`config.mk`:
```
export PLATFORM = sky130hd
export DESIGN_NAME = fifo_ahb_writer
export DESIGN_NICKNAME = d
export VERILOG_FILES = /design/src/rtl/fifo_ahb_writer.sv
export SDC_FILE = /design/constraint.sdc
export NUM_CORES = 1
export LEC_CHECK = 0
export CAP_MARGIN = 20
export CORE_MARGIN = 2
export CORE_UTILIZATION = 40
export CTS_CLUSTER_DIAMETER = 40
export DETAILED_ROUTE_END_ITERATION = 16
export DONT_BUFFER_PORTS = 1
export PLACE_DENSITY_LB_ADDON = 0.25
export SYNTH_ARGS = -nofsm -noshare
export SYNTH_HDL_FRONTEND = slang
export SYNTH_SLANG_ARGS = --single-unit
```
`constraint.sdc`:
```
create_clock -name clk -period 2.1 [get_ports clk]
set_clock_uncertainty 0.05 [all_clocks]
set_input_delay 0.21 -clock clk [delete_from_list [all_inputs] [get_ports clk]]
set_output_delay 0.21 -clock clk [all_outputs]
set_load 0.005 [all_outputs]
```
`src/rtl/fifo_ahb_writer.sv`:
```
// ---------------------------------------------------------------------------
// fifo_ahb_writer
//
// Drains a FIFO read port into AHB-lite single write transfers. Each popped
// word becomes one NONSEQ/SINGLE/word write. Consecutive writes go to
// incrementing addresses that wrap inside a window of WIN_WORDS words
// starting at BASE_ADDR. Words are not pipelined: every word passes through
// IDLE -> FETCH -> ADDR -> DATA before the next pop is considered.
//
// Ports
//   clk, rst          clock, synchronous active-high reset
//   enable            permits new pops (looked at only while idle)
//   fifo_empty        FIFO empty flag
//   fifo_rd_en        one-cycle pop strobe
//   fifo_rd_data      FIFO data, valid the cycle after fifo_rd_en
//   HADDR..HWDATA     AHB-lite master outputs
//   HREADY, HRESP     AHB-lite slave response
//   busy              high whenever the FSM is not idle
//   err               sticky bus-error flag
//   xfer_count        number of writes completed with OKAY (wraps)
//   state_dbg         current FSM state encoding, for observation only
//
// Handshake: an AHB phase completes on a rising edge where HREADY=1. While
// HREADY=0 the current phase is extended and every signal this block drives
// for that phase stays unchanged. An ERROR response is only acted upon in
// the cycle where HREADY=1 and HRESP=1; the preceding HREADY=0 cycle is an
// ordinary wait state.
// ---------------------------------------------------------------------------
module fifo_ahb_writer #(
  parameter int                DATA_W    = 32,
  parameter int                ADDR_W    = 32,
  parameter logic [ADDR_W-1:0] BASE_ADDR = '0,
  parameter int                WIN_WORDS = 16
) (
  input  logic              clk,
  input  logic              rst,
  input  logic              enable,
  input  logic              fifo_empty,
  output logic              fifo_rd_en,
  input  logic [DATA_W-1:0] fifo_rd_data,
  output logic [ADDR_W-1:0] HADDR,
  output logic [1:0]        HTRANS,
  output logic              HWRITE,
  output logic [2:0]        HSIZE,
  output logic [2:0]        HBURST,
  output logic [DATA_W-1:0] HWDATA,
  input  logic              HREADY,
  input  logic              HRESP,
  output logic              busy,
  output logic              err,
  output logic [15:0]       xfer_count,
  output logic [2:0]        state_dbg
);

  localparam int         IDX_W        = $clog2(WIN_WORDS);
  localparam logic [1:0] TRANS_IDLE   = 2'b00;
  localparam logic [1:0] TRANS_NONSEQ = 2'b10;

  typedef enum logic [2:0] {
    S_IDLE  = 3'd0,
    S_FETCH = 3'd1,
    S_ADDR  = 3'd2,
    S_DATA  = 3'd3,
    S_HALT  = 3'd4
  } state_t;

  state_t              state;
  state_t              state_n;
  logic [DATA_W-1:0]   data_q;
  // Word index inside the window; its natural wrap gives the modulo-window
  // address without needing BASE_ADDR to be window-aligned.
  logic [IDX_W-1:0]    widx_q;
  logic [ADDR_W-1:0]   addr_q;
  logic                pop;
  logic                ok_done;
  logic                err_done;

  assign addr_q = BASE_ADDR + ADDR_W'({widx_q, 2'b00});

  // Next-state and control decode
  always_comb begin
    state_n  = state;
    pop      = 1'b0;
    ok_done  = 1'b0;
    err_done = 1'b0;
    case (state)
      S_IDLE: begin
        if (enable && !fifo_empty) begin
          pop     = 1'b1;
          state_n = S_FETCH;
        end
      end
      S_FETCH: state_n = S_ADDR;
      S_ADDR: begin
        if (HREADY) state_n = S_DATA;
      end
      S_DATA: begin
        if (HREADY) begin
          if (HRESP) begin
            err_done = 1'b1;
            state_n  = S_HALT;
          end else begin
            ok_done  = 1'b1;
            state_n  = S_IDLE;
          end
        end
      end
      S_HALT:  state_n = S_HALT;
      default: state_n = S_IDLE;
    endcase
  end

  // State and datapath registers
  always_ff @(posedge clk) begin
    if (rst) begin
      state      <= S_IDLE;
      data_q     <= '0;
      widx_q     <= '0;
      xfer_count <= '0;
      err        <= 1'b0;
    end else begin
      state <= state_n;
      if (state == S_FETCH) data_q <= fifo_rd_data;
      if (ok_done) begin
        widx_q     <= widx_q + IDX_W'(1);
        xfer_count <= xfer_count + 16'd1;
      end
      if (err_done) err <= 1'b1;
    end
  end

  // A pop is never issued in a reset cycle so no word is lost at reset exit.
  assign fifo_rd_en = pop && !rst;
  assign HTRANS     = (state == S_ADDR) ? TRANS_NONSEQ : TRANS_IDLE;
  assign HWRITE     = (state == S_ADDR);
  assign HADDR      = addr_q;
  assign HWDATA     = data_q;
  assign HSIZE      = 3'b010;
  assign HBURST     = 3'b000;
  assign busy       = (state != S_IDLE);
  assign state_dbg  = state;

endmodule

```
Yosys cells after proc, flatten, opt, wreduce, memory -nomap -nowiden
Index checks and enable logic that the tools add are counted.
- word-level logic and storage cells: 35
- flip-flop bits (word level): 56
- output and inout bits: 95
- add/subtract/negate cells: 2
- eq/ne operators: 7
- reductions and logical operators: 7
- mux-type cells: 14
- operator list (kind ; number):
    $add 16x1->16 const B ; 1
    $pmux 3 s5 ; 1
    $mux 3 ; 4
    $mux 1 ; 8
    $eq 3x2->1 const B ; 2
    $add 4x1->4 const B ; 1
    $ne 2x2->1 const B ; 2
    $eq 3x1->1 const B ; 1
    $eq 3x3->1 const B ; 1
    $logic_not 3->1 ; 1
    $reduce_and 3->1 ; 1
    $reduce_bool 3->1 ; 1
    $logic_and 1x1->1 ; 2
    $logic_not 1->1 ; 2
    $mux 2 ; 1
    $ne 2x1->1 const B ; 1

Logic depth before layout (Yosys ltp)
Gate-level depths: netlist of run 1.
- word-level depth: 5
- depth in mapped cells: 6
- depth with buffers taken out: 5

Worst setup path after synthesis of run 1
Ideal clock, no wire load.
- path kind: flip-flop to flip-flop
- start: register state[1], in the netlist state_dbg[1]
- end: register xfer_count[12]
- arrival time: 1465 ps
- stages on the path, launching flop included: 6
- slack: 462 ps
- required time: 1927 ps
- cell sequence: dfxtp_1 -> buf_2 -> nand4b_1 -> nor4b_4 -> nand3_1 -> mux2_1
- word-level cells in the longest chain between the ends: 2
- ends and longest elaborated chain (item ; RTL line ; source):
    start, declared ; 67 ; state_t state;
    start signal, assigned ; 122 ; state <= state_n;
    $eq 3x2->1 ; 86 ; case (state)
    $mux 1 ; 86 ;
    end signal, assigned ; 126 ; xfer_count <= xfer_count + 16'd1;
    end, declared ; 51 ; output logic [15:0] xfer_count,
Every way passes these cells.
A chain may end at the register's enable or synchronous reset.

Worst setup path after layout of run 1
- start: register state[2], in the netlist state_dbg[2]
- end: register data_q[11], in the netlist HWDATA[11]
- word-level cells in the longest chain between the ends: 1
- ends and longest elaborated chain (item ; RTL line ; source):
    $eq 3x1->1 ; 123 ; if (state == S_FETCH) data_q <= fifo_rd_data;
    end signal, assigned ; 123 ;
    end, declared ; 69 ; logic [DATA_W-1:0] data_q;
Every way passes these cells.

==> metrics.txt, run 1 <==
# TYPE chip_impl_metric gauge
chip_impl_metric{name="layout-drive-gt1-share",unit=""} 0.0716
chip_impl_metric{name="gp_congestion",unit=""} 0.798
chip_impl_metric{name="starting_drt_drc_count",unit=""} 82
chip_impl_metric{name="cts_num_sinks",unit=""} 56
chip_impl_metric{name="first_global_vias",unit=""} 1836
chip_impl_info{name="status",value="complete, no violations"} 1
chip_impl_info{name="worstPathCellList",value="buf_4 > or3b_2 > nand2_1 > a21oi_1"} 1
chip_impl_metric{name="min_period",unit="ns"} 1.73
chip_impl_metric{name="floorplan_die_width",unit="um"} 83.7
chip_impl_metric{name="vdd_drop_max",unit="uV"} 356
chip_impl_metric{name="die_y",unit="um"} 83.7
chip_impl_metric{name="groute.usage.overall",unit=""} 0.155
chip_impl_metric{name="max_slew.worst_pin.slew",unit="ns"} 0.651
chip_impl_metric{name="yosys_warnings",unit=""} 0
chip_impl_metric{name="synth.ff_latch_count",unit=""} 56
chip_impl_metric{name="drt_drc_violations_left",unit=""} 0
chip_impl_metric{name="grt_pass1_wl",unit="mm"} 9.05
chip_impl_metric{name="routed_wire_length",unit="mm"} 5.56
chip_impl_metric{name="starting_density_of_the_core",unit=""} 0.407
chip_impl_metric{name="dp.final_hpwl",unit="mm"} 3.50
chip_impl_metric{name="cts.repair.resized",unit=""} 0
chip_impl_info{name="setup_repair_after_global_routing_missed_its_margin",value="no"} 1
chip_impl_info{name="worstSetupStartpoint",value="state_dbg[2]"} 1
chip_impl_metric{name="dp_slack",unit="ns"} 0.398
chip_impl_metric{name="grt_overflow_total",unit=""} 0
chip_impl_metric{name="die_area",unit="mm2"} 0.00701
chip_impl_info{name="clk_root_buffer_cell",value="sky130_fd_sc_hd__clkbuf_8"} 1
chip_impl_metric{name="placed_cell_area",unit="mm2"} 0.00245
chip_impl_info{name="r2r-end",value="HWDATA[11]"} 1
chip_impl_metric{name="syn_inst",unit=""} 308
chip_impl_metric{name="worstSkewPairLatency",unit="ns"} 0.31
chip_impl_metric{name="area_growth",unit="%"} 13.8
chip_impl_metric{name="fin_tns_setup",unit="ns"} 0
chip_impl_info{name="hp-class",value="input port to flip-flop"} 1
chip_impl_info{name="worst_setup_path_end_kind",value="flip-flop"} 1
chip_impl_metric{name="cp_data_arrival_time",unit="ns"} 1.88
chip_impl_info{name="endpoint",value="HWDATA[11]"} 1
chip_impl_metric{name="syn_area_per_cell",unit="um2"} 8.25
chip_impl_metric{name="pin_count",unit=""} 133
chip_impl_metric{name="cts-htree-levels",unit=""} 2
chip_impl_info{name="r2r_start",value="state_dbg[2]"} 1
chip_impl_metric{name="p_leak",unit="nW"} 1.08
chip_impl_metric{name="worstPathMaxFanout",unit=""} 32
chip_impl_metric{name="fraction_of_the_mapped_netlist_area_in_compound_gates",unit=""} 0.108
chip_impl_metric{name="cts_buffers",unit=""} 5
chip_impl_metric{name="rows",unit=""} 29
chip_impl_metric{name="rr_worst_depth",unit=""} 4
chip_impl_info{name="tritoncts",value="built"} 1
chip_impl_metric{name="finalCritPeriodShare",unit=""} 0.822
chip_impl_metric{name="grt_max_degree",unit=""} 54
chip_impl_metric{name="worst_setup_hold_path_clk_slew",unit="ns"} 0.11
chip_impl_metric{name="nets",unit=""} 374
chip_impl_metric{name="slew_viol_final",unit=""} 0
chip_impl_metric{name="cap_viol_max_count",unit=""} 0
chip_impl_metric{name="finalInstanceArea",unit="mm2"} 0.00289
chip_impl_metric{name="syn-cell-area",unit="mm2"} 0.00254
chip_impl_metric{name="met3WireLength",unit="um"} 485
chip_impl_info{name="routed.top_layer",value="met4"} 1
chip_impl_metric{name="synth-xor-area-share",unit=""} 0.0345
chip_impl_metric{name="post_synth_fa_ha_maj_area_fraction",unit=""} 0.00985
chip_impl_metric{name="setup_viol",unit=""} 0
chip_impl_metric{name="routed-wl-met2",unit="mm"} 2.53
chip_impl_metric{name="worst_setup_margin",unit="ns"} 0.374
chip_impl_metric{name="antenna_cells",unit=""} 0
chip_impl_metric{name="detail_route.wl_per_cell",unit="um"} 13.5
chip_impl_metric{name="synth.distinct_cells",unit=""} 41
chip_impl_metric{name="max_slew_margin",unit=""} 0.566
chip_impl_info{name="synth_top_family_by_area",value="simple AND/OR/NAND/NOR gates"} 1
chip_impl_metric{name="drt-pass1-iter-count",unit=""} 4
chip_impl_metric{name="post_drt_via_cell_ratio",unit=""} 4.92
chip_impl_metric{name="rrSetupSlack",unit="ns"} 0.37
chip_impl_metric{name="powerDensity",unit="mW/mm2"} 656
chip_impl_metric{name="simple_gate_fraction_of_synth_area",unit=""} 0.246
chip_impl_metric{name="routed-via-count",unit=""} 2028
chip_impl_metric{name="detail-route-antenna-nets",unit=""} 0
chip_impl_metric{name="final_hold_viol_count",unit=""} 0
chip_impl_metric{name="max_freq",unit="MHz"} 580
chip_impl_info{name="timing.critical_path.from_type",value="flip-flop"} 1
chip_impl_info{name="critical_path.slowest_cell",value="sky130_fd_sc_hd__or3b_2"} 1
chip_impl_metric{name="port_buffers",unit=""} 0
chip_impl_metric{name="cp_slowest_stage_delay",unit="ns"} 0.76
chip_impl_metric{name="core_area",unit="mm2"} 0.00624
chip_impl_info{name="worstSetupPathType",value="flip-flop to flip-flop"} 1
chip_impl_metric{name="antenna_found_initial",unit=""} 0
chip_impl_metric{name="sum_of_routed_wire_segments_on_met1",unit="mm"} 2.46
chip_impl_metric{name="mux_cell_area_share_after_synthesis",unit=""} 0.00886
chip_impl_metric{name="synth_sequential_area_ratio",unit=""} 0.441
chip_impl_metric{name="ctsLongestPathBuffers",unit=""} 2
chip_impl_metric{name="cp_data_required_time",unit="ns"} 2.25
per-layer routing:
metal / global-route usage / vias up
li1: - / 1006
met1: 0.195 / 921
met2: 0.248 / 92
met3: 0.0574 / 9
met4: 0.0499 / 0
met5: 0 / -
critical path, delay by kind of cell (launching register included):
kind	cells	cell delay, ns
flip-flops	1	0.37
AO/OA/AOI/OAI	1	0.08
buffers and inverters	1	0.17
AND/OR/NAND/NOR	2	0.94
cell families after synthesis:
kind of cell / count (synthesis)
fa+ha+maj: 2
other cells: 2
buf+inv: 57
compound gates: 52
flops: 56
mux: 2
simple gates: 127
xor+xnor: 10
cells in the final DEF (no fill, tap or decap), types with 2 or more instances in the layout:
master	n
sky130_fd_sc_hd__nor4_1	2
sky130_fd_sc_hd__o21ai_0	4
sky130_fd_sc_hd__nor2_1	17
sky130_fd_sc_hd__or3_2	2
sky130_fd_sc_hd__buf_4	7
sky130_fd_sc_hd__clkinvlp_4	2
sky130_fd_sc_hd__and3_1	2
sky130_fd_sc_hd__conb_1	35
sky130_fd_sc_hd__inv_1	2
sky130_fd_sc_hd__nand3_1	6
sky130_fd_sc_hd__nand2_1	69
sky130_fd_sc_hd__nand4_1	4
sky130_fd_sc_hd__nor3b_1	3
sky130_fd_sc_hd__and4_1	2
sky130_fd_sc_hd__o31ai_1	3
sky130_fd_sc_hd__ha_1	2
sky130_fd_sc_hd__nor3_1	3
sky130_fd_sc_hd__or4_1	3
sky130_fd_sc_hd__nor2b_1	2
sky130_fd_sc_hd__clkbuf_8	5
sky130_fd_sc_hd__and4b_1	2
sky130_fd_sc_hd__a21oi_1	42
sky130_fd_sc_hd__dfxtp_1	56
sky130_fd_sc_hd__xnor2_1	7
sky130_fd_sc_hd__xor2_1	3
sky130_fd_sc_hd__dlygate4sd3_1	33
per-stage QoR:
step                hold slack [ns]  utilization  power [mW]  cells
floorplan                     0.296            -        1.29    341
global placement              0.234        0.392        1.25    370
detailed placement            0.237        0.392        1.25    370
CTS                          0.0306        0.463        1.91    412
global route                 0.0304        0.463        1.99    412
finish                       0.0361        0.463        1.90    412
what timing repair did:
action / 4_1_cts / 5_1_grt
hold buffers: 34 / 0
endpoints found under the setup margin: 0 / 0
buffers inserted: 0 / 0
endpoints found under the hold margin: 53 / 0
synthesized netlist by cell type:
cell / number / area [um2]
sky130_fd_sc_hd__nand2_1: 69 / 259
sky130_fd_sc_hd__dfxtp_1: 56 / 1120
sky130_fd_sc_hd__a21oi_1: 42 / 210
sky130_fd_sc_hd__buf_4: 37 / 278
sky130_fd_sc_hd__nor2_1: 17 / 63.8
sky130_fd_sc_hd__clkbuf_1: 11 / 41.3
sky130_fd_sc_hd__xnor2_1: 7 / 61.3
sky130_fd_sc_hd__nand3_1: 6 / 30.0
sky130_fd_sc_hd__buf_2: 4 / 20.0
sky130_fd_sc_hd__nand4_1: 4 / 25.0
sky130_fd_sc_hd__nor3b_1: 4 / 30.0
sky130_fd_sc_hd__o21ai_0: 4 / 20.0
sky130_fd_sc_hd__nor3_1: 3 / 15.0
sky130_fd_sc_hd__o31ai_1: 3 / 22.5
sky130_fd_sc_hd__or4_1: 3 / 22.5
sky130_fd_sc_hd__xor2_1: 3 / 26.3
sky130_fd_sc_hd__and3_1: 2 / 12.5
sky130_fd_sc_hd__and4_1: 2 / 17.5
sky130_fd_sc_hd__and4b_1: 2 / 20.0
sky130_fd_sc_hd__buf_6: 2 / 22.5
sky130_fd_sc_hd__conb_1: 2 / 7.51
sky130_fd_sc_hd__ha_1: 2 / 25.0
sky130_fd_sc_hd__inv_1: 2 / 7.51
sky130_fd_sc_hd__nor2b_1: 2 / 12.5
sky130_fd_sc_hd__nor4_1: 2 / 12.5
sky130_fd_sc_hd__or3_2: 2 / 15.0
sky130_fd_sc_hd__a22oi_1: 1 / 7.51
sky130_fd_sc_hd__and2_1: 1 / 6.26
sky130_fd_sc_hd__and3b_2: 1 / 10.0
sky130_fd_sc_hd__dlygate4sd1_1: 1 / 8.76
sky130_fd_sc_hd__mux2_1: 1 / 11.3
sky130_fd_sc_hd__mux2_2: 1 / 11.3
sky130_fd_sc_hd__nand2_4: 1 / 11.3
sky130_fd_sc_hd__nand2b_1: 1 / 6.26
sky130_fd_sc_hd__nand3b_1: 1 / 7.51
sky130_fd_sc_hd__nand4b_1: 1 / 8.76
sky130_fd_sc_hd__nor4b_4: 1 / 23.8
sky130_fd_sc_hd__o22ai_1: 1 / 6.26
sky130_fd_sc_hd__o41ai_1: 1 / 8.76
sky130_fd_sc_hd__or3_1: 1 / 6.26
sky130_fd_sc_hd__or3b_2: 1 / 8.76
sequential cells by signal, summed over array words and instances, names as in the netlist:
signal and flops:
state_dbg 3, widx_q 4, xfer_count 16, HWDATA 32
err 1
how the worst min path moves through the flow:
| stage | from | to | slack (ns) | depth (start not counted) |
|---|---|---|---|---|
| 2_1_floorplan | fifo_rd_data[0] | HWDATA[0] | 0.30 | 2 |
| 3_3_place_gp | rst | HWDATA[14] | 0.23 | 1 |
| 3_5_place_dp | rst | HWDATA[15] | 0.24 | 1 |
| 4_1_cts | rst | state_dbg[0] | 0.03 | 2 |
| 5_1_grt | rst | state_dbg[0] | 0.03 | 2 |
| 6_report | rst | state_dbg[0] | 0.04 | 2 |
area by class of cell:
type	instances	area [um2]
tap	77	96.3
fill	622	3350
clock buffer	5	68.8
timing repair buffer	41	403
multi-input combinational	228	1170
sequential	56	1120
clock inverter	3	23.8
inverter	2	7.51
power breakdown:
| part | switching [mW] | internal, mW | total [mW] |
|---|---|---|---|
| combinational | 0.0994 | 0.0802 | 0.180 |
| clock | 0.360 | 0.237 | 0.597 |
| sequential | 0.0253 | 1.09 | 1.12 |
(Power assumes the default switching activity.)
==> inputs of run 2 (changes only) <==
==> constraint.sdc (replaced) <==
create_clock -name clk -period 1.8 [get_ports clk]
set_clock_uncertainty 0.05 [all_clocks]
set_input_delay 0.18 -clock clk [delete_from_list [all_inputs] [get_ports clk]]
set_output_delay 0.18 -clock clk [all_outputs]
set_load 0.005 [all_outputs]
==> run 2 against run 1 <==
Die area did not move. Clock power rose by 36%. Final cell count rose by 1.2%. Non-clock buffer count rose by 5. First-iteration DRC count fell by 9.8%. Routed wire length fell by 0.63%. Critical path depth did not move.
==> metrics.txt, run 2 (same netlist as run 1, synthesis figures left out) <==
# TYPE chip_impl_metric gauge
chip_impl_info{name="status",value="complete, no violations"} 1
chip_impl_info{name="worst_setup_path_end_kind",value="flip-flop"} 1
chip_impl_metric{name="antenna_cells",unit=""} 0
chip_impl_metric{name="cp_data_required_time",unit="ns"} 1.94
chip_impl_metric{name="detail_route.wl_per_cell",unit="um"} 13.2
chip_impl_metric{name="min_period",unit="ns"} 1.66
chip_impl_metric{name="p_leak",unit="nW"} 1.13
chip_impl_metric{name="drt-pass1-iter-count",unit=""} 4
chip_impl_info{name="hp-class",value="input port to flip-flop"} 1
chip_impl_info{name="worstSetupPathType",value="flip-flop to flip-flop"} 1
chip_impl_metric{name="worstPathBufferInverterCount",unit=""} 0
chip_impl_metric{name="layout-drive-gt1-share",unit=""} 0.0853
chip_impl_metric{name="grt_max_degree",unit=""} 54
chip_impl_metric{name="cts_num_sinks",unit=""} 56
chip_impl_info{name="clk_root_buffer_cell",value="sky130_fd_sc_hd__clkbuf_8"} 1
chip_impl_metric{name="cts_buffers",unit=""} 5
chip_impl_metric{name="worst_setup_hold_path_clk_slew",unit="ns"} 0.10
chip_impl_metric{name="routed_wire_length",unit="mm"} 5.52
chip_impl_info{name="crit_path_leading_delay_family",value="simple AND/OR/NAND/NOR gates"} 1
chip_impl_metric{name="dp.final_hpwl",unit="mm"} 3.49
chip_impl_metric{name="fin_tns_setup",unit="ns"} 0
chip_impl_metric{name="routed-via-count",unit=""} 2057
chip_impl_metric{name="vdd_drop_max",unit="uV"} 373
chip_impl_info{name="mostFrequentLayoutCell",value="sky130_fd_sc_hd__nand2_1"} 1
chip_impl_metric{name="drt_drc_violations_left",unit=""} 0
chip_impl_metric{name="pin_count",unit=""} 133
chip_impl_metric{name="setup_viol",unit=""} 0
chip_impl_metric{name="post_drt_via_cell_ratio",unit=""} 4.93
chip_impl_metric{name="cts-htree-levels",unit=""} 2
chip_impl_metric{name="core_area",unit="mm2"} 0.00624
chip_impl_metric{name="port_buffers",unit=""} 0
chip_impl_metric{name="flip_flop_count_of_the_largest_register_after_layout",unit=""} 32
chip_impl_metric{name="starting_density_of_the_core",unit=""} 0.407
chip_impl_metric{name="hold-worst-slack",unit="ns"} 0.0200
chip_impl_metric{name="cap_viol_max_count",unit=""} 0
chip_impl_info{name="timing.critical_path.from_type",value="flip-flop"} 1
chip_impl_metric{name="die_area",unit="mm2"} 0.00701
chip_impl_metric{name="groute.usage.overall",unit=""} 0.158
chip_impl_metric{name="ctsLongestPathBuffers",unit=""} 2
chip_impl_metric{name="first_global_vias",unit=""} 1955
chip_impl_metric{name="gp_congestion",unit=""} 0.728
chip_impl_metric{name="detail-route-antenna-nets",unit=""} 0
chip_impl_metric{name="cp_data_arrival_time",unit="ns"} 1.81
chip_impl_metric{name="final_hold_viol_count",unit=""} 0
chip_impl_metric{name="instances_no_fill",unit=""} 417
chip_impl_metric{name="nets",unit=""} 379
chip_impl_info{name="critical_path.slowest_cell",value="sky130_fd_sc_hd__dfxtp_1"} 1
chip_impl_metric{name="cp_slowest_stage_delay",unit="ns"} 0.44
chip_impl_info{name="tritoncts",value="built"} 1
chip_impl_metric{name="grt_overflow_total",unit=""} 0
chip_impl_info{name="worstPathCellList",value="and4_1 > nand2_1 > nor4_1 > mux2_2"} 1
chip_impl_metric{name="finalCritPeriodShare",unit=""} 0.924
chip_impl_metric{name="die_y",unit="um"} 83.7
chip_impl_metric{name="grt_pass1_wl",unit="mm"} 9.25
chip_impl_metric{name="worstSkewPairLatency",unit="ns"} 0.30
chip_impl_metric{name="dp_slack",unit="ns"} 0.159
chip_impl_metric{name="powerDensity",unit="mW/mm2"} 790
chip_impl_metric{name="area_growth",unit="%"} 16.0
chip_impl_info{name="setup_repair_after_global_routing_missed_its_margin",value="no"} 1
chip_impl_metric{name="floorplan_die_width",unit="um"} 83.7
chip_impl_metric{name="antenna_found_initial",unit=""} 0
chip_impl_metric{name="worst_setup_margin",unit="ns"} 0.136
chip_impl_metric{name="slew_viol_final",unit=""} 0
chip_impl_metric{name="worstPathMaxFanout",unit=""} 6
chip_impl_metric{name="rows",unit=""} 29
chip_impl_metric{name="max_freq",unit="MHz"} 601
chip_impl_metric{name="starting_drt_drc_count",unit=""} 74
chip_impl_info{name="most-common-layout-cells",value="sky130_fd_sc_hd__nand2_1, sky130_fd_sc_hd__dfxtp_1, sky130_fd_sc_hd__a21oi_1, sky130_fd_sc_hd__conb_1, sky130_fd_sc_hd__dlygate4sd3_1"} 1
chip_impl_metric{name="placed_cells",unit=""} 375
## run 2: path summary, 6_finish.rpt
check | start | end | slack [ns] | cells after the start
worst max-delay path | xfer_count[3] | xfer_count[15] | 0.14 | 4
worst max register to register | xfer_count[3] | xfer_count[15] | 0.14 | 4
worst min-delay path | rst | state_dbg[0] | 0.02 | 2
worst min register to register | HWDATA[31] | HWDATA[31] | 0.43 | 2
## run 2: stage by stage
| step | util | total power [mW] | instance area, um2 |
|---|---|---|---|
| 6_report | 0.472 | 2.33 | 2950 |
| 5_1_grt | 0.472 | 2.45 | 2950 |
| 4_1_cts | 0.472 | 2.37 | 2950 |
| 3_5_place_dp | 0.398 | 1.46 | 2490 |
| 3_3_place_gp | 0.398 | 1.46 | 2490 |
| 2_1_floorplan | - | 1.51 | 2670 |
## run 2: cell type report
class,instances,area (um2)
clock buffer,5,68.8
clock inverter,3,42.5
fill,614,3290
inverter,2,7.51
multi-input combinational,228,1170
sequential,56,1120
tap,77,96.3
timing repair buffer,46,440
## run 2: what timing repair did
action | in CTS | in global routing
resized for setup | 0 | 0
buffers inserted | 0 | 0
hold buffers | 34 | 0
endpoints found under the hold margin | 53 | 0
## run 2: worst reg2reg max path, stage by stage (launching register included)
cell                      delay [ns]
sky130_fd_sc_hd__dfxtp_1        0.44
sky130_fd_sc_hd__and4_1         0.25
sky130_fd_sc_hd__nand2_1        0.14
sky130_fd_sc_hd__nor4_1         0.31
sky130_fd_sc_hd__mux2_2         0.37
## run 2: power breakdown
part / switching (mW) / internal (mW) / total (mW)
Combinational: 0.117 / 0.0954 / 0.213
Sequential: 0.0289 / 1.28 / 1.30
Clock: 0.398 / 0.412 / 0.811
Total: 0.544 / 1.78 / 2.33
## run 2: per-layer routing
metal,track usage,part of all wire
met3,0.0534,0.083
met2,0.265,0.47
met1,0.194,0.44
met4,0.0411,0.0056
met5,0,0
==> patch 1: new RTL, config.mk and constraints of run 2 <==
Set the parameter `ADDR_W` to 64 (it was 32).
--- a/src/rtl/fifo_ahb_writer.sv
+++ b/src/rtl/fifo_ahb_writer.sv
@@ -30,3 +30,3 @@
   parameter int                DATA_W    = 32,
-  parameter int                ADDR_W    = 32,
+  parameter int                ADDR_W    = 64,
   parameter logic [ADDR_W-1:0] BASE_ADDR = '0,
Ports: changed (resized HADDR); port bits go from 133 to 165. No check against the original RTL was run, so the function may have changed too.
==> patch 1 against run 2 <==
Sequential cell count unchanged. Cell area increased by 4.1%. Wire length increased by 3.1%. Total power decreased by 3.7%. Sequential power about the same. Cell count increased by 8.9%. Clock power decreased by 13%. Core utilization decreased by 1.8 points. Setup slack improved by 22 ps. Synthesized area increased by 9.5%. Count of clock-buffer cells in the layout unchanged. Critical endpoint unchanged.
==> patch 1: results <==
export IMPL_outcome="completed"
export IMPL_wirelength_mm=5.69
export IMPL_diodes=0
export IMPL_synth_mux_area_share_pct=0.810
export IMPL_gr_usage_met1_pct=18.2
export IMPL_synthTopCellsByCount="buf_4 (69), nand2_1 (69), dfxtp_1 (56)"
export IMPL_io_buffers=0
export IMPL_synth_xor_area_share_pct=3.15
export IMPL_synth_compound_area_share_pct=9.90
export IMPL_grt_use_met3_pct=4.27
export IMPL_cp_arrival_ps=1800
export IMPL_antenna_found_initial=0
export IMPL_pre_cts_slack_ps=165
export IMPL_largest_reg_flops=32
export IMPL_ir_drop_v=0.000311
export IMPL_worst_path_largest_cell_delay_ps=440
export IMPL_async_flop_share_pct=0
export IMPL_clkTransAtPathRegs_ps=110
export IMPL_cts_buffers=5
export IMPL_synth_distinct_cells=41
export IMPL_gp_congestion=0.764
export IMPL_grt_pass1_wl_mm=8.87
export IMPL_clockBufferDepth=2
export IMPL_yosysSeqAreaShare_pct=40.3
export IMPL_yosys_warnings=0
export IMPL_crit_fanout=6
export IMPL_cpLargestDelayFamily="simple AND/OR/NAND/NOR gates"
export IMPL_drive_above_1_share_pct=8.56
export IMPL_netlist_area_leader_share_pct=40.3
export IMPL_grt_use_total_pct=14.5
export IMPL_worstHoldPathType="input port to flop"
export IMPL_crit_slowest_cell="dfxtp_1"
export IMPL_p_leak_nw=1.23
export IMPL_yosysTopAreaCell="dfxtp_1"
export IMPL_grt_pass1_vias=1906
export IMPL_clock_latency_ps=310
export IMPL_cts_root_buf="clkbuf_8"
export IMPL_vias=2117
export IMPL_synth_area_leaders="dfxtp_1 (40%), buf_4 (19%), nand2_1 (9.3%)"
export IMPL_grt_max_degree=55
export IMPL_first_pass_iters=4
export IMPL_drt_iter0_drc=64
export IMPL_gr_usage_met2_pct=24.5
export IMPL_yosys_area_share_adder_pct=0.900
export IMPL_htree_levels=2
export IMPL_hpwlAfterDp_mm=3.75
export IMPL_num_nets_final=413
[patch 1: changes by cell type after synthesis]
cell	run 2	this run
buf_4	37	69
[patch 1: path summary, 6_finish.rpt]
path	startpoint	endpoint	slack [ps]	depth (start not counted)
setup / recovery	xfer_count[8]$_SDFFE_PP0P_	xfer_count[15]$_SDFFE_PP0P_	160	4
hold / removal	rst	xfer_count[12]$_SDFFE_PP0P_	20	2
setup reg to reg	xfer_count[8]$_SDFFE_PP0P_	xfer_count[15]$_SDFFE_PP0P_	160	4
hold reg to reg	HWDATA[28]$_SDFFE_PP0N_	HWDATA[28]$_SDFFE_PP0N_	430	2
[patch 1: worst register-to-register path, cell delays in order, from the launching register on]
cell	delay, ps
dfxtp_1	440
and4_1	250
nand2_1	140
nor4_1	290
mux2_2	370
[patch 1: repair_timing]
action | 4_1_cts | 5_1_grt
resized for setup | 0 | 1
endpoints found under the setup margin | 0 | 1
endpoints found under the hold margin | 54 | 0
hold buffers | 34 | 0
setup buffers | 0 | 0
[patch 1: cells by family (layout without fill, tap and decap cells)]
kind of cell | count (synthesis) | in the layout
flip-flops | 56 | 56
AO/OA/AOI/OAI | 52 | 52
XOR/XNOR | 10 | 10
buffers and inverters | 89 | 58
adder cells (fa/ha/maj) | 2 | 2
multiplexers | 2 | 2
other | 2 | 67
AND/OR/NAND/NOR | 127 | 127
[patch 1: final cells by class]
cell class                 count  area (um^2)
sequential                    56         1120
multi-input combinational    260         1290
clock buffer                   5         68.8
timing repair buffer          48          455
clock inverter                 3         22.5
inverter                       2         7.51
tap                           80          100
fill                         649         3690
[patch 1: where the power goes]
group | leakage [nW] | switching (mW) | internal [mW]
Sequential | 0.454 | 0.0287 | 1.28
Clock | 0.0485 | 0.426 | 0.280
Combinational | 0.732 | 0.133 | 0.0972
[patch 1: through the flow]
stage | area, um^2 | total power [mW] | cells
after floorplan | 3030 | 1.57 | 405
after global placement | 2630 | 1.48 | 412
after detailed placement | 2630 | 1.48 | 412
after CTS | 3070 | 2.28 | 454
after global routing | 3070 | 2.36 | 454
final | 3070 | 2.24 | 454
[patch 1: per-layer routing]
layer,part of all wire (%),routed length [um]
met3,8.3,473
met4,0.63,36
met1,43,2470
met5,0,0
met2,48,2710
==> patch 2: new RTL, config.mk and constraints of run 2 <==
Without the edit above. Put one more register stage on the output `err`, cleared by the reset. The value now appears one clock later. The other outputs are not delayed to match.
--- a/src/rtl/fifo_ahb_writer.sv
+++ b/src/rtl/fifo_ahb_writer.sv
@@ -66,2 +66,4 @@
 
+  logic err_s0;
+
   state_t              state;
@@ -119,3 +121,3 @@
       xfer_count <= '0;
-      err        <= 1'b0;
+      err_s0     <= 1'b0;
     end else begin
@@ -127,3 +129,3 @@
       end
-      if (err_done) err <= 1'b1;
+      if (err_done) err_s0 <= 1'b1;
     end
@@ -142,2 +144,10 @@
 
+  always_ff @(posedge clk) begin
+    if (rst) begin
+      err <= '0;
+    end else begin
+      err <= err_s0;
+    end
+  end
+
 endmodule
Behaviour: not the same (a bounded check fails within 10 cycles, from zero or initial values and one cycle with rst high).
==> patch 2 against run 2 <==
Sequential cell count is 1 higher. Synthesized area grew 1.3%. Via count rose by 1.5%. Count of clock-buffer cells in the layout grew 5. Wire length up 6.8%. Total power increased by 29%. Combinational power grew 3%. Cell area up 6.6%. Setup slack better by 30 ps.
==> patch 2: results <==
export IMPL_outcome="completed"
export IMPL_synthTopCellsByCount="nand2_1 (69), dfxtp_1 (57), a21oi_1 (42)"
export IMPL_ir_drop_v=0.000520
export IMPL_r2r_setup_slack_ps=170
export IMPL_cts_buffers=9
export IMPL_final_area_um2=3140
export IMPL_grt_max_degree=56
export IMPL_dr_wl_met2_mm=2.77
export IMPL_netSwitchingPower_uw=650
export IMPL_multi_input_cells=229
export IMPL_drt_met1_wl_mm=2.51
export IMPL_cts_hold_buf=35
export IMPL_p_comb_share_pct=7.3
export IMPL_cts_sinks=57
export IMPL_place_area_um2=2530
export IMPL_p_leak_nw=1.23
export IMPL_drive_above_1_share_pct=10.8
export IMPL_yosysSeqAreaShare_pct=44.3
export IMPL_clkTransAtPathRegs_ps=60
export IMPL_num_nets_final=387
export IMPL_clkCellAreaFrac_pct=7.72
export IMPL_synth_compound_area_share_pct=10.7
export IMPL_crit_slowest_cell="mux2_1"
export IMPL_seq_cell_share_pct=36.3
export IMPL_synthCells=310
export IMPL_synth_mux_area_share_pct=0.875
export IMPL_pre_cts_slack_ps=157
export IMPL_clock_latency_ps=330
export IMPL_stdcell_count=429
export IMPL_drt_iter0_drc=86
export IMPL_yosys_area_share_adder_pct=0.972
export IMPL_synth_area_leaders="dfxtp_1 (44%), buf_4 (11%), nand2_1 (10%)"
export IMPL_worst_path_largest_cell_delay_ps=320
export IMPL_grt_use_total_pct=16.4
export IMPL_clock_buffers=10
export IMPL_p_per_area_nw_per_um2=954
export IMPL_pwr_share_clk_pct=48.4
export IMPL_htree_levels=3
export IMPL_grt_pass1_wl_mm=9.16
export IMPL_synth_xor_area_share_pct=3.40
export IMPL_crit_fanout=13
export IMPL_gr_usage_met2_pct=26.0
export IMPL_multi_input_comb_area_um2=1180
export IMPL_gr_usage_met1_pct=19.7
export IMPL_fmax_ghz=0.612
export IMPL_gp_congestion=0.712
export IMPL_hpwlAfterDp_mm=3.60
==> patch 2: changes by cell type in the layout (fill, tap and decap cells not counted) <==
cell / change
clkbuf_8: +5
bufinv_16: +2
clkinv_2: +2
buf_16: +1
clkinvlp_4: -1
dfxtp_1: +1
dlygate4sd3_1: +1
nor2b_1: +1
==> patch 2: final timing paths <==
| path | startpoint | to | cells past startpoint |
|---|---|---|---|
| hold / removal | rst | xfer_count[12]$_SDFFE_PP0P_ | 2 |
| hold reg to reg | err_s0$_SDFFE_PP0P_ | err_s0$_SDFFE_PP0P_ | 2 |
| setup / recovery | state_dbg[2]$_SDFFE_PP0P_ | xfer_count[12]$_SDFFE_PP0P_ | 5 |
| setup reg to reg | state_dbg[2]$_SDFFE_PP0P_ | xfer_count[12]$_SDFFE_PP0P_ | 5 |
==> patch 2: critical path, delay by kind of cell (launching register included) <==
kind / cells / cell delay (ps)
multiplexers: 1 / 320
flip-flops: 1 / 310
buffers and inverters: 1 / 190
AND/OR/NAND/NOR: 3 / 650
